`src/rtl/calc_key_ctrl.sv`:
```
// Keypad calculator controller: collects two BCD operands and an operator,
// then runs a digit-serial BCD add/subtract and, for negative results, a negate pass.
module calc_key_ctrl #(
  parameter int DIGITS = 4
) (
  input  logic                  clk_i,
  input  logic                  rst_i,
  input  logic [3:0]            key_i,
  input  logic                  key_valid_i,
  output logic [4*DIGITS-1:0]   disp_bcd_o,
  output logic                  disp_neg_o,
  output logic                  err_o,
  output logic                  busy_o,
  output logic                  done_o
);

  localparam int W  = 4 * DIGITS;
  localparam int IW = $clog2(DIGITS);
  localparam int CW = $clog2(DIGITS + 1);
  localparam logic [CW-1:0] CNT_MAX  = CW'(DIGITS);
  localparam logic [IW-1:0] IDX_LAST = IW'(DIGITS - 1);

  typedef enum logic [2:0] {
    ENTER_A,
    ENTER_B,
    CALC,
    NEG,
    SHOW
  } state_t;

  state_t          state_q, state_nxt;
  logic [W-1:0]    a_q, a_nxt, b_q, b_nxt, r_q, r_nxt;
  logic            op_q, op_nxt;
  logic [CW-1:0]   cnt_a_q, cnt_a_nxt, cnt_b_q, cnt_b_nxt;
  logic [IW-1:0]   idx_q, idx_nxt;
  logic            c_q, c_nxt;
  logic            neg_q, neg_nxt;
  logic            err_q, err_nxt;
  logic            done_q, done_nxt;

  logic            is_digit, is_op, is_eq, key_minus;
  logic            sub;
  logic [3:0]      x_dig, y_dig, res_dig;
  logic [4:0]      sum5, dif5;
  logic            c_out;

  assign is_digit  = key_valid_i && (key_i <= 4'd9);
  assign is_op     = key_valid_i && ((key_i == 4'd10) || (key_i == 4'd11));
  assign is_eq     = key_valid_i && (key_i == 4'd12);
  assign key_minus = (key_i == 4'd10);

  // Shared digit unit: CALC works on A op B, NEG reuses the subtractor as 0 - R.
  always_comb begin
    sub   = (state_q == NEG) || op_q;
    x_dig = (state_q == NEG) ? 4'd0 : a_q[idx_q*4 +: 4];
    y_dig = (state_q == NEG) ? r_q[idx_q*4 +: 4] : b_q[idx_q*4 +: 4];
    sum5  = {1'b0, x_dig} + {1'b0, y_dig} + {4'b0, c_q};
    dif5  = {1'b0, x_dig} - {1'b0, y_dig} - {4'b0, c_q};
    if (sub) begin
      c_out   = dif5[4];
      res_dig = c_out ? (dif5[3:0] + 4'd10) : dif5[3:0];
    end else begin
      c_out   = (sum5 > 5'd9);
      res_dig = c_out ? (sum5[3:0] - 4'd10) : sum5[3:0];
    end
  end

  always_comb begin
    state_nxt = state_q;
    a_nxt     = a_q;
    b_nxt     = b_q;
    r_nxt     = r_q;
    op_nxt    = op_q;
    cnt_a_nxt = cnt_a_q;
    cnt_b_nxt = cnt_b_q;
    idx_nxt   = idx_q;
    c_nxt     = c_q;
    neg_nxt   = neg_q;
    err_nxt   = err_q;
    done_nxt  = 1'b0;

    unique case (state_q)
      ENTER_A: begin
        if (is_digit) begin
          if (cnt_a_q < CNT_MAX) begin
            a_nxt     = {a_q[W-5:0], key_i};
            cnt_a_nxt = cnt_a_q + CW'(1);
          end
        end else if (is_op) begin
          op_nxt    = key_minus;
          b_nxt     = '0;
          cnt_b_nxt = '0;
          state_nxt = ENTER_B;
        end
      end

      ENTER_B: begin
        if (is_digit) begin
          if (cnt_b_q < CNT_MAX) begin
            b_nxt     = {b_q[W-5:0], key_i};
            cnt_b_nxt = cnt_b_q + CW'(1);
          end
        end else if (is_op) begin
          op_nxt = key_minus;
        end else if (is_eq) begin
          idx_nxt   = '0;
          c_nxt     = 1'b0;
          state_nxt = CALC;
        end
      end

      CALC: begin
        r_nxt[idx_q*4 +: 4] = res_dig;
        c_nxt   = c_out;
        idx_nxt = idx_q + IW'(1);
        if (idx_q == IDX_LAST) begin
          if (!op_q) begin
            err_nxt   = c_out;
            if (c_out) r_nxt = '0;
            neg_nxt   = 1'b0;
            state_nxt = SHOW;
            done_nxt  = 1'b1;
          end else if (c_out) begin
            idx_nxt   = '0;
            c_nxt     = 1'b0;
            state_nxt = NEG;
          end else begin
            neg_nxt   = 1'b0;
            state_nxt = SHOW;
            done_nxt  = 1'b1;
          end
        end
      end

      NEG: begin
        r_nxt[idx_q*4 +: 4] = res_dig;
        c_nxt   = c_out;
        idx_nxt = idx_q + IW'(1);
        if (idx_q == IDX_LAST) begin
          neg_nxt   = 1'b1;
          state_nxt = SHOW;
          done_nxt  = 1'b1;
        end
      end

      SHOW: begin
        if (is_digit) begin
          a_nxt     = W'(key_i);
          cnt_a_nxt = CW'(1);
          neg_nxt   = 1'b0;
          err_nxt   = 1'b0;
          state_nxt = ENTER_A;
        end else if (is_op && !err_q && !neg_q) begin
          a_nxt     = r_q;
          cnt_a_nxt = CNT_MAX;
          op_nxt    = key_minus;
          b_nxt     = '0;
          cnt_b_nxt = '0;
          state_nxt = ENTER_B;
        end
      end

      default: state_nxt = ENTER_A;
    endcase
  end

  always_ff @(posedge clk_i or posedge rst_i) begin
    if (rst_i) begin
      state_q <= ENTER_A;
      a_q     <= '0;
      b_q     <= '0;
      r_q     <= '0;
      op_q    <= 1'b0;
      cnt_a_q <= '0;
      cnt_b_q <= '0;
      idx_q   <= '0;
      c_q     <= 1'b0;
      neg_q   <= 1'b0;
      err_q   <= 1'b0;
      done_q  <= 1'b0;
    end else begin
      state_q <= state_nxt;
      a_q     <= a_nxt;
      b_q     <= b_nxt;
      r_q     <= r_nxt;
      op_q    <= op_nxt;
      cnt_a_q <= cnt_a_nxt;
      cnt_b_q <= cnt_b_nxt;
      idx_q   <= idx_nxt;
      c_q     <= c_nxt;
      neg_q   <= neg_nxt;
      err_q   <= err_nxt;
      done_q  <= done_nxt;
    end
  end

  always_comb begin
    unique case (state_q)
      ENTER_A:        disp_bcd_o = a_q;
      SHOW:           disp_bcd_o = r_q;
      default:        disp_bcd_o = b_q;
    endcase
  end

  assign disp_neg_o = neg_q && (state_q == SHOW);
  assign err_o      = err_q;
  assign busy_o     = (state_q == CALC) || (state_q == NEG);
  assign done_o     = done_q;

endmodule

```
`config.mk`:
```
export PLATFORM = sky130hd
export DESIGN_NAME = calc_key_ctrl
export DESIGN_NICKNAME = d
export VERILOG_FILES = /design/src/rtl/calc_key_ctrl.sv
export SDC_FILE = /design/constraint.sdc
export NUM_CORES = 1
export LEC_CHECK = 0
export CAP_MARGIN = 15
export CORE_MARGIN = 3
export CORE_UTILIZATION = 43
export CTS_CLUSTER_DIAMETER = 40
export DETAILED_ROUTE_END_ITERATION = 16
export HOLD_SLACK_MARGIN = 0.03
export PLACE_DENSITY_LB_ADDON = 0.15
export SLEW_MARGIN = 25
export SYNTH_ARGS = -nofsm -noshare
export SYNTH_HDL_FRONTEND = slang
export SYNTH_SLANG_ARGS = --single-unit
```
`constraint.sdc`:
```
create_clock -name clk_i -period 10.5 [get_ports clk_i]
set_input_delay 1.05 -clock clk_i [delete_from_list [all_inputs] [get_ports clk_i]]
set_output_delay 1.05 -clock clk_i [all_outputs]
set_load 0.01 [all_outputs]
```
==> run metrics <==
area of the mapped netlist 4330 µm²; Hold WC Path Type reg -> reg; # DRC 0; WL/cell ~18 µm; # IOs 27; post-layout minimum cycle time approximately 4.9 ns; TNS Setup 0 ns; number of cell rows 35; Starting Density between 40% and 50%; area share of xor/xnor cells in the synthesized design between 1 and 1.5%; hold bufs inserted after CTS 0; Clock Latency Late Sink between 0.3 and 0.4 ns; FILL cells 903; top cells by area, synth dfrtp_1 37%, nand2_1 6.9%, mux2i_1 5.3%; first-pass GRT wire length between 15000 and 20000 µm; largest family of logic cells by synthesized area compound AO/OA/AOI/OAI gates; final core utilization about 50%; Post-DRT Antenna Nets 0; clock-pin slew on the worst setup and hold paths 0.07 ns; Peak VDD IR about 0.22 mV; Setup Skew between 0.01 and 0.015 ns; Main synth FF type dfrtp_1; Syn Area/Cell approximately 9.1 µm²; root buf cell clkbuf_8; global placer's final weighted congestion 0.895; Die Ht 106 µm; critical path capture point type register; setup ws final approximately 5.6 ns; post-synth net total 503; static leakage roughly 2 nW; fmax 203 MHz; synthesis-to-layout area growth 13.1%; Post-Route WL 11200 µm; Mapped Cells approximately 480; post-synthesis compound-gate area fraction 21.1%; HPWL after detailed placement 8220 µm; postcts setup bufs 0; synthesized flop and latch total 64; Avg Vias per Cell between 5 and 6; nets slightly above 500; final setup fails 0; final hold vios 0; Post-Place Setup Slack 5.59 ns; Num CTS Buffers 9; diode count 0; CTS tree yes; mux cell area share after synthesis between 10% and 20%; post-synth top area share between 30 and 40%; Post-Synth Simple-Gate Area 16.9%; PortBufs 26; CTS sink cnt between 60 and 70; Yosys warning count 0; initial antenna violation count 0; initial DRC count 195; Req. time, crit path 10.79 ns; max_cap viols 0; Top Metal Used met4; pwr dens 397 nW/µm²; Final period util between 40% and 50%; layout cells sized above 1 approximately a tenth; area of the core 9500 µm²; part of the Yosys area used for sequential elements between 30% and 40%; kind of critical path reg -> reg; met3 WL post-DR roughly 530 µm; Worst Setup Start Kind register; DIE AREA about 11000 µm²; metal1 wirelength 5500 µm; total track usage a little over a fifth; commonest non-fill, non-tap cell in the layout nand2_1; commonest cells after routing, fill and taps aside 79 x nand2_1, 64 x dfrtp_1, 36 x o21ai_0, 35 x nor2_1, 35 x a21oi_1; Pre-antenna DRT Iters 7; Post-Synth Adder-Cell Area a little under 7%; CP arrival ~5.2 ns; Yosys cell types 62; RSZ-0062 raised after global routing false; Slew HR between 30% and 40%; Post-synth EDFFs 0; pin count of the biggest net entering global routing 65; Slew Viols, Final 0; Max FO, Critical Path 18; clock buffer depth 2; Worst Max-Slew Pin Slew about 0.95 ns; status finished clean; chip width 106 µm; Vias 3576; grt ovf 0; Yosys top cell by area dfrtp_1; Tot Pwr between 1.5 and 2 mW; met2 routed WL about 4900 µm; worst reg2reg setup slack ~5.6 ns; H-tree depth 3; CTS resizes 0; vias in the first global route roughly 3400; share of synthesized registers carrying an async set or reset 100%
-- sequential cells by signal (all words and copies together) (netlist names) --
register	count
a_q	16
b_q	16
r_q	16
cnt_a_q	3
cnt_b_q	3
state_q	3
idx_q	2
c_q	1
done_o	1
err_o	1
neg_q	1
op_q	1
-- worst max-delay path: stages, from the launching register on --
cell      delay [ns]
dfrtp_1         0.86
clkinv_1        0.54
mux4_2          0.46
nand2_1         0.05
nand2_1         0.15
inv_1           0.07
fa_1            0.41
fa_1            0.44
xor2_1          0.25
ha_1            0.26
a21oi_1         0.07
and3_1          0.19
o21bai_1        0.27
o21a_1          0.31
nor2b_1         0.34
a22o_1          0.19
-- power by group --
group          leakage, nW  total [mW]  switching [mW]  internal [mW]
sequential           0.855       0.478           0.139          0.339
combinational         1.10        1.25           0.673          0.574
clock                0.101       0.219          0.0972          0.122
-- final timing paths --
check,start,to,depth (start not counted)
setup / recovery,idx_q[0],r_q[12],15
hold / removal,cnt_a_q[1],cnt_a_q[1],2
setup reg to reg,idx_q[0],r_q[12],15
hold reg to reg,cnt_a_q[1],cnt_a_q[1],2
max in group asynchronous,rst_i,r_q[4],3
min in group asynchronous,rst_i,cnt_b_q[1],3
-- cells in the mapped netlist, types with 3 or more instances --
| library cell | instances |
|---|---|
| o21ai_1 | 12 |
| a32o_1 | 7 |
| nand4b_1 | 3 |
| nor2b_1 | 3 |
| a22oi_1 | 10 |
| a2bb2oi_1 | 3 |
| nor2_1 | 36 |
| a22o_1 | 7 |
| dfrtp_1 | 64 |
| nand2b_1 | 7 |
| fa_1 | 4 |
| and3_1 | 7 |
| a21oi_1 | 35 |
| xor2_1 | 3 |
| mux2i_1 | 23 |
| clkbuf_1 | 21 |
| inv_1 | 18 |
| o21ai_0 | 36 |
| or2_2 | 3 |
| o2bb2ai_1 | 3 |
| ha_1 | 17 |
| buf_1 | 3 |
| nand2_1 | 79 |
| nor3_1 | 5 |
| o21bai_1 | 3 |
| and2_1 | 4 |
| mux4_2 | 8 |
| xnor2_1 | 4 |
-- layer usage --
layer | global-route usage (%) | vias to the layer above
li1 | - | 1728
met1 | 31.4 | 1726
met2 | 30.7 | 104
met3 | 2.98 | 18
met4 | 7.31 | 0
met5 | 0 | -
-- stage by stage --
step	hold slack, ns	instances	instance area [µm²]
2_1_floorplan	0.454	475	4330
4_1_cts	0.501	624	4890
6_report	0.492	624	4890
5_1_grt	0.528	624	4890
3_5_place_dp	0.482	608	4690
3_3_place_gp	0.472	608	4680
-- final cells by class --
type | instances | area (µm²) | area share [%]
Inverter | 20 | 75.1 | 1.53
Multi-Input combinational cell | 364 | 2550 | 52.1
Clock inverter | 5 | 55.1 | 1.13
Clock buffer | 11 | 151 | 3.09
Timing Repair Buffer | 31 | 298 | 6.09
Tap cell | 129 | 161 | 3.30
Sequential cell | 64 | 1600 | 32.7
-- kinds of logic after synthesis --
group | after synthesis
compound gates | 139
xor+xnor | 7
fa+ha+maj | 21
buf+inv | 47
flops | 64
mux | 38
simple gates | 159
(Power assumes the default switching activity.)
==> RTL edit 1 (same settings) <==
Register the inputs `key_i` and `key_valid_i` before use. The logic sees them one clock later.
--- a/src/rtl/calc_key_ctrl.sv
+++ b/src/rtl/calc_key_ctrl.sv
@@ -28,6 +28,14 @@
     SHOW
   } state_t;
 
+  logic [3:0] key_q;
+  logic key_valid_q;
+
+  always_ff @(posedge clk_i) begin
+    key_q       <= key_i;
+    key_valid_q <= key_valid_i;
+  end
+
   state_t          state_q, state_nxt;
   logic [W-1:0]    a_q, a_nxt, b_q, b_nxt, r_q, r_nxt;
   logic            op_q, op_nxt;
@@ -44,10 +52,10 @@
   logic [4:0]      sum5, dif5;
   logic            c_out;
 
-  assign is_digit  = key_valid_i && (key_i <= 4'd9);
-  assign is_op     = key_valid_i && ((key_i == 4'd10) || (key_i == 4'd11));
-  assign is_eq     = key_valid_i && (key_i == 4'd12);
-  assign key_minus = (key_i == 4'd10);
+  assign is_digit  = key_valid_q && (key_q <= 4'd9);
+  assign is_op     = key_valid_q && ((key_q == 4'd10) || (key_q == 4'd11));
+  assign is_eq     = key_valid_q && (key_q == 4'd12);
+  assign key_minus = (key_q == 4'd10);
 
   // Shared digit unit: CALC works on A op B, NEG reuses the subtractor as 0 - R.
   always_comb begin
@@ -83,7 +91,7 @@
       ENTER_A: begin
         if (is_digit) begin
           if (cnt_a_q < CNT_MAX) begin
-            a_nxt     = {a_q[W-5:0], key_i};
+            a_nxt     = {a_q[W-5:0], key_q};
             cnt_a_nxt = cnt_a_q + CW'(1);
           end
         end else if (is_op) begin
@@ -97,7 +105,7 @@
       ENTER_B: begin
         if (is_digit) begin
           if (cnt_b_q < CNT_MAX) begin
-            b_nxt     = {b_q[W-5:0], key_i};
+            b_nxt     = {b_q[W-5:0], key_q};
             cnt_b_nxt = cnt_b_q + CW'(1);
           end
         end else if (is_op) begin
@@ -145,7 +153,7 @@
 
       SHOW: begin
         if (is_digit) begin
-          a_nxt     = W'(key_i);
+          a_nxt     = W'(key_q);
           cnt_a_nxt = CW'(1);
           neg_nxt   = 1'b0;
           err_nxt   = 1'b0;
Function: changed (a bounded check fails within 4 cycles, from zero or initial values and one cycle with rst_i high).
==> RTL edit 1 against the original RTL <==
  * Setup slack gained 0.66 ns
  * Area after synthesis up 2.8%
  * Final area is 2.2% higher
  * Sequential cell count increased by 5
  * Synthesized cell count grew 3.6%
  * Power shrank 7.8%
  * Sequential share of layout area up 1.3 points
  * Routed wire length grew 9.1%
==> RTL edit 1: results (changes against the original RTL) <==
Share of flip-flops with an asynchronous set or reset = 0.928 (was 1.00)
DRT Pass-1 Iters = 5 (was 7)
Register area share after synthesis = 0.382 (was 0.370)
Peak supply drop = 0.158 mV (was 0.223 mV)
Setup slack after layout = 6.24 ns (was 5.58 ns)
Met1 Track Usage GR = 0.305 (was 0.314)
Layout cell share with drive strength beyond 1 = 0.0936 (was 0.0990)
Syn_area_per_cell = 9.04 sq um (was 9.11 sq um)
Synth Area in Compound Gates = 0.196 (was 0.211)
Comb power frac = 0.611 (was 0.641)
CP startpoint = state_q[1]$_DFFE_PP0P_ (was idx_q[0]$_DFFE_PP0P_)
Worst path max stage delay = 0.63 ns (was 0.86 ns)
P_leak = 2.13 nW (was 2.06 nW)
Final Skew = 0.0139 ns (was 0.0118 ns)
Synth area leaders = dfrtp_1 (36%), nand2_1 (8.7%), o21ai_0 (6.7%) (was dfrtp_1 (37%), nand2_1 (6.9%), mux2i_1 (5.3%))
Drt total wl = 12.2 mm (was 11.2 mm)
Hold endpoint = cnt_b_q[1]$_DFFE_PP0P_ (was cnt_a_q[1]$_DFFE_PP0P_)
CP top delay family = compound AO/OA/AOI/OAI gates (was adder cells)
Most frequent cells after synthesis = nand2_1 (103), dfrtp_1 (64), o21ai_0 (60) (was nand2_1 (79), dfrtp_1 (64), nor2_1 (36), o21ai_0 (36), a21oi_1 (35))
Setup slack after placement = 6.30 ns (was 5.59 ns)
Placer's final routability congestion estimate = 0.846 (was 0.895)
Synth Area in XOR/XNOR = 0.0115 (was 0.0142)
Status = finished, final reports clean (unchanged)
Routing usage on met3 = 0.0540 (was 0.0298)
Placed Cells = 630 (was 608)
WP data arrival = 4.50 ns (was 5.20 ns)
Reg2Reg Depth = 14 (was 15)
Critical Path Fanout Max = 16 (was 18)
Met2 routed WL = 5.77 mm (was 4.95 mm)
Vias = 3,704 (was 3,576)
Mux contribution to synthesized area = 0.115 (was 0.123)
## RTL edit 1: area by class of cell
cell class | count | area (sq um)
fillers | 931 | 4910
clock buffers | 10 | 128
repair buffers | 31 | 298
flip-flops and latches | 69 | 1700
multi-input cells | 376 | 2560
inverters | 21 | 78.8
clock inverters | 6 | 71.3
well taps | 133 | 166
## RTL edit 1: worst register-to-register path, cell delays in order, from the launching register on
cell      delay [ns]
dfrtp_1         0.63
nand3b_4        0.32
mux4_2          0.31
nand2_1         0.05
nand2_1         0.13
inv_1           0.06
fa_1            0.41
fa_1            0.47
xor2_2          0.22
ha_1            0.27
a221o_1         0.38
a21oi_2         0.22
o2111a_1        0.32
a21oi_1         0.12
a22o_1          0.26
## RTL edit 1: stage by stage
step                cell area, sq um  hold slack (ns)   util  power [mW]
global route                    5000            0.532  0.505        1.94
CTS                             5000            0.504  0.505        1.79
floorplan                       4450            0.454      -        1.23
global placement                4800            0.467  0.484        1.54
detailed placement              4800            0.486  0.484        1.56
finish                          5000            0.495  0.505        1.79
==> RTL edit 2 (config.mk and constraints unchanged) <==
Without the edit above. Change the parameter `DIGITS` from 4 to 16.
--- a/src/rtl/calc_key_ctrl.sv
+++ b/src/rtl/calc_key_ctrl.sv
@@ -1,7 +1,7 @@
 // Keypad calculator controller: collects two BCD operands and an operator,
 // then runs a digit-serial BCD add/subtract and, for negative results, a negate pass.
 module calc_key_ctrl #(
-  parameter int DIGITS = 4
+  parameter int DIGITS = 16
 ) (
   input  logic                  clk_i,
   input  logic                  rst_i,
Interface: changed (resized disp_bcd_o); port bits go from 27 to 75. The function was not compared with the original's and may differ.
==> RTL edit 2 against the original RTL <==
  * Die area grew to 2.9 times the old value
  * Sequential cell count rose by 150
  * Setup slack got worse by 1.1 ns
  * Clock power rose to 6.1 times the old value
  * Largest cell class unchanged
  * Sequential share of layout area increased by 2.0 points
  * Non-clock buffer count up 61
  * Power grew 140%
  * Worst hold slack gained 0.019 ns
  * Synthesized cell count grew to 3.1 times the old value
  * Final area grew to 3.2 times the old value
  * Combinational power up 67%
  * Critical endpoint is now r_q[51]$_DFFE_PP0P_
  * Routed wire length rose to 3.9 times the old value
  * Area after synthesis grew to 3.0 times the old value
==> RTL edit 2: results (changes against the original RTL) <==
Initial DRC Count = 1,199 (was 195)
Status = finished, final reports clean (unchanged)
Synth Area in XOR/XNOR = 0.00639 (was 0.0142)
Worst path max stage delay = 0.80 ns (was 0.86 ns)
Drt via density = 6.02 (was 5.73)
Reg-to-reg startpoint = state_q[2]$_DFFE_PP0P_ (was idx_q[0]$_DFFE_PP0P_)
Htree depth = 2 (was 3)
Mux contribution to synthesized area = 0.143 (was 0.123)
Final Skew = 0.0353 ns (was 0.0118 ns)
Half-perimeter wire length after placement = 29.3 mm (was 8.22 mm)
Vias in the first global route = 10,982 (was 3,390)
Largest net degree at the start of global routing = 81 (was 65)
R2R setup slack = 4.46 ns (was 5.58 ns)
WHS Path Cells = 1 (was 2)
Hold WS = 0.511 ns (was 0.492 ns)
Setup slack after placement = 4.61 ns (was 5.59 ns)
Worst-path clk slew = 0.05 ns (was 0.07 ns)
Min-delay src = cnt_b_q[0]$_DFFE_PP0P_ (was cnt_a_q[1]$_DFFE_PP0P_)
P_leak = 6.33 nW (was 2.06 nW)
TritonCTS buffer count = 40 (was 9)
Fillcell total = 2,749 (was 903)
Storage element area = 5360 sq um (was 1600 sq um)
Synth Area in Compound Gates = 0.185 (was 0.211)
Final period util = 0.575 (was 0.468)
Critical Path Fanout Max = 40 (was 18)
Final max-slew violation count = 0 (unchanged)
Actual slew at the worst max-slew pin = 0.977 ns (was 0.951 ns)
Post-synthesis adder-cell area fraction = 0.0223 (was 0.0676)
Antenna violations before repair = 1 (was 0)
CP max stage cell = o311ai_4 (was dfrtp_1)
Layout cell share with drive strength beyond 1 = 0.109 (was 0.0990)
Register area share after synthesis = 0.408 (was 0.370)
Most frequent cells after synthesis = nand2_1 (360), dfrtp_1 (214), o21ai_0 (194) (was nand2_1 (79), dfrtp_1 (64), nor2_1 (36), o21ai_0 (36), a21oi_1 (35))
Peak supply drop = 0.194 mV (was 0.223 mV)
CTS root buf = clkbuf_16 (was clkbuf_8)
Clock Latency Late Sink = 0.53 ns (was 0.34 ns)
CP startpoint = state_q[2]$_DFFE_PP0P_ (was idx_q[0]$_DFFE_PP0P_)
Hold endpoint = cnt_b_q[0]$_DFFE_PP0P_ (was cnt_a_q[1]$_DFFE_PP0P_)
Placer's final routability congestion estimate = 0.934 (was 0.895)
DRT Pass-1 Iters = 5 (was 7)
WP data arrival = 6.47 ns (was 5.20 ns)
First-pass GRT wire length = 68.8 mm (was 18.5 mm)
Switch share = 0.443 (was 0.468)
Reg2Reg Depth = 17 (was 15)
Synth area leaders = dfrtp_1 (41%), nand2_1 (10%), mux4_2 (7.5%) (was dfrtp_1 (37%), nand2_1 (6.9%), mux2i_1 (5.3%))
Port bufs = 74 (was 26)
All-Layer GR Usage = 0.267 (was 0.209)
DP Area = 14,000 sq um (was 4690 sq um)
Syn_area_per_cell = 8.86 sq um (was 9.11 sq um)
CP top delay family = compound AO/OA/AOI/OAI gates (was adder cells)
Placed Cells = 1,853 (was 608)
Largest regs = a_q: 64 flops, b_q: 64 flops, r_q: 64 flops (was a_q: 16 flops, b_q: 16 flops, r_q: 16 flops)
Drt wl/cell = 22.8 microns (was 17.9 microns)
-- RTL edit 2: metal layers --
layer	up-vias	global-route usage	routed length, microns
li1	5334	-	-
met1	5746	0.413	20300
met2	455	0.387	19500
met3	68	0.0527	3270
met4	0	0.0608	842
met5	-	0	0
-- RTL edit 2: cell type report --
cell class	instances	area share
Antenna cell	1	0.000162
Inverter	20	0.00535
Timing Repair Buffer	92	0.0570
Clock inverter	23	0.0185
Multi-Input combinational cell	1137	0.467
Sequential cell	214	0.347
Tap cell	390	0.0316
Clock buffer	49	0.0724
-- RTL edit 2: power groups by stage --
stage                     clock [mW]  combinational [mW]  sequential, mW
after global routing            1.40                2.27            1.27
after detailed placement           0                2.06            1.25
after floorplan                    0                1.53            1.12
final                           1.34                2.09            1.25
after global placement             0                2.04            1.25
after CTS                       1.36                2.07            1.24
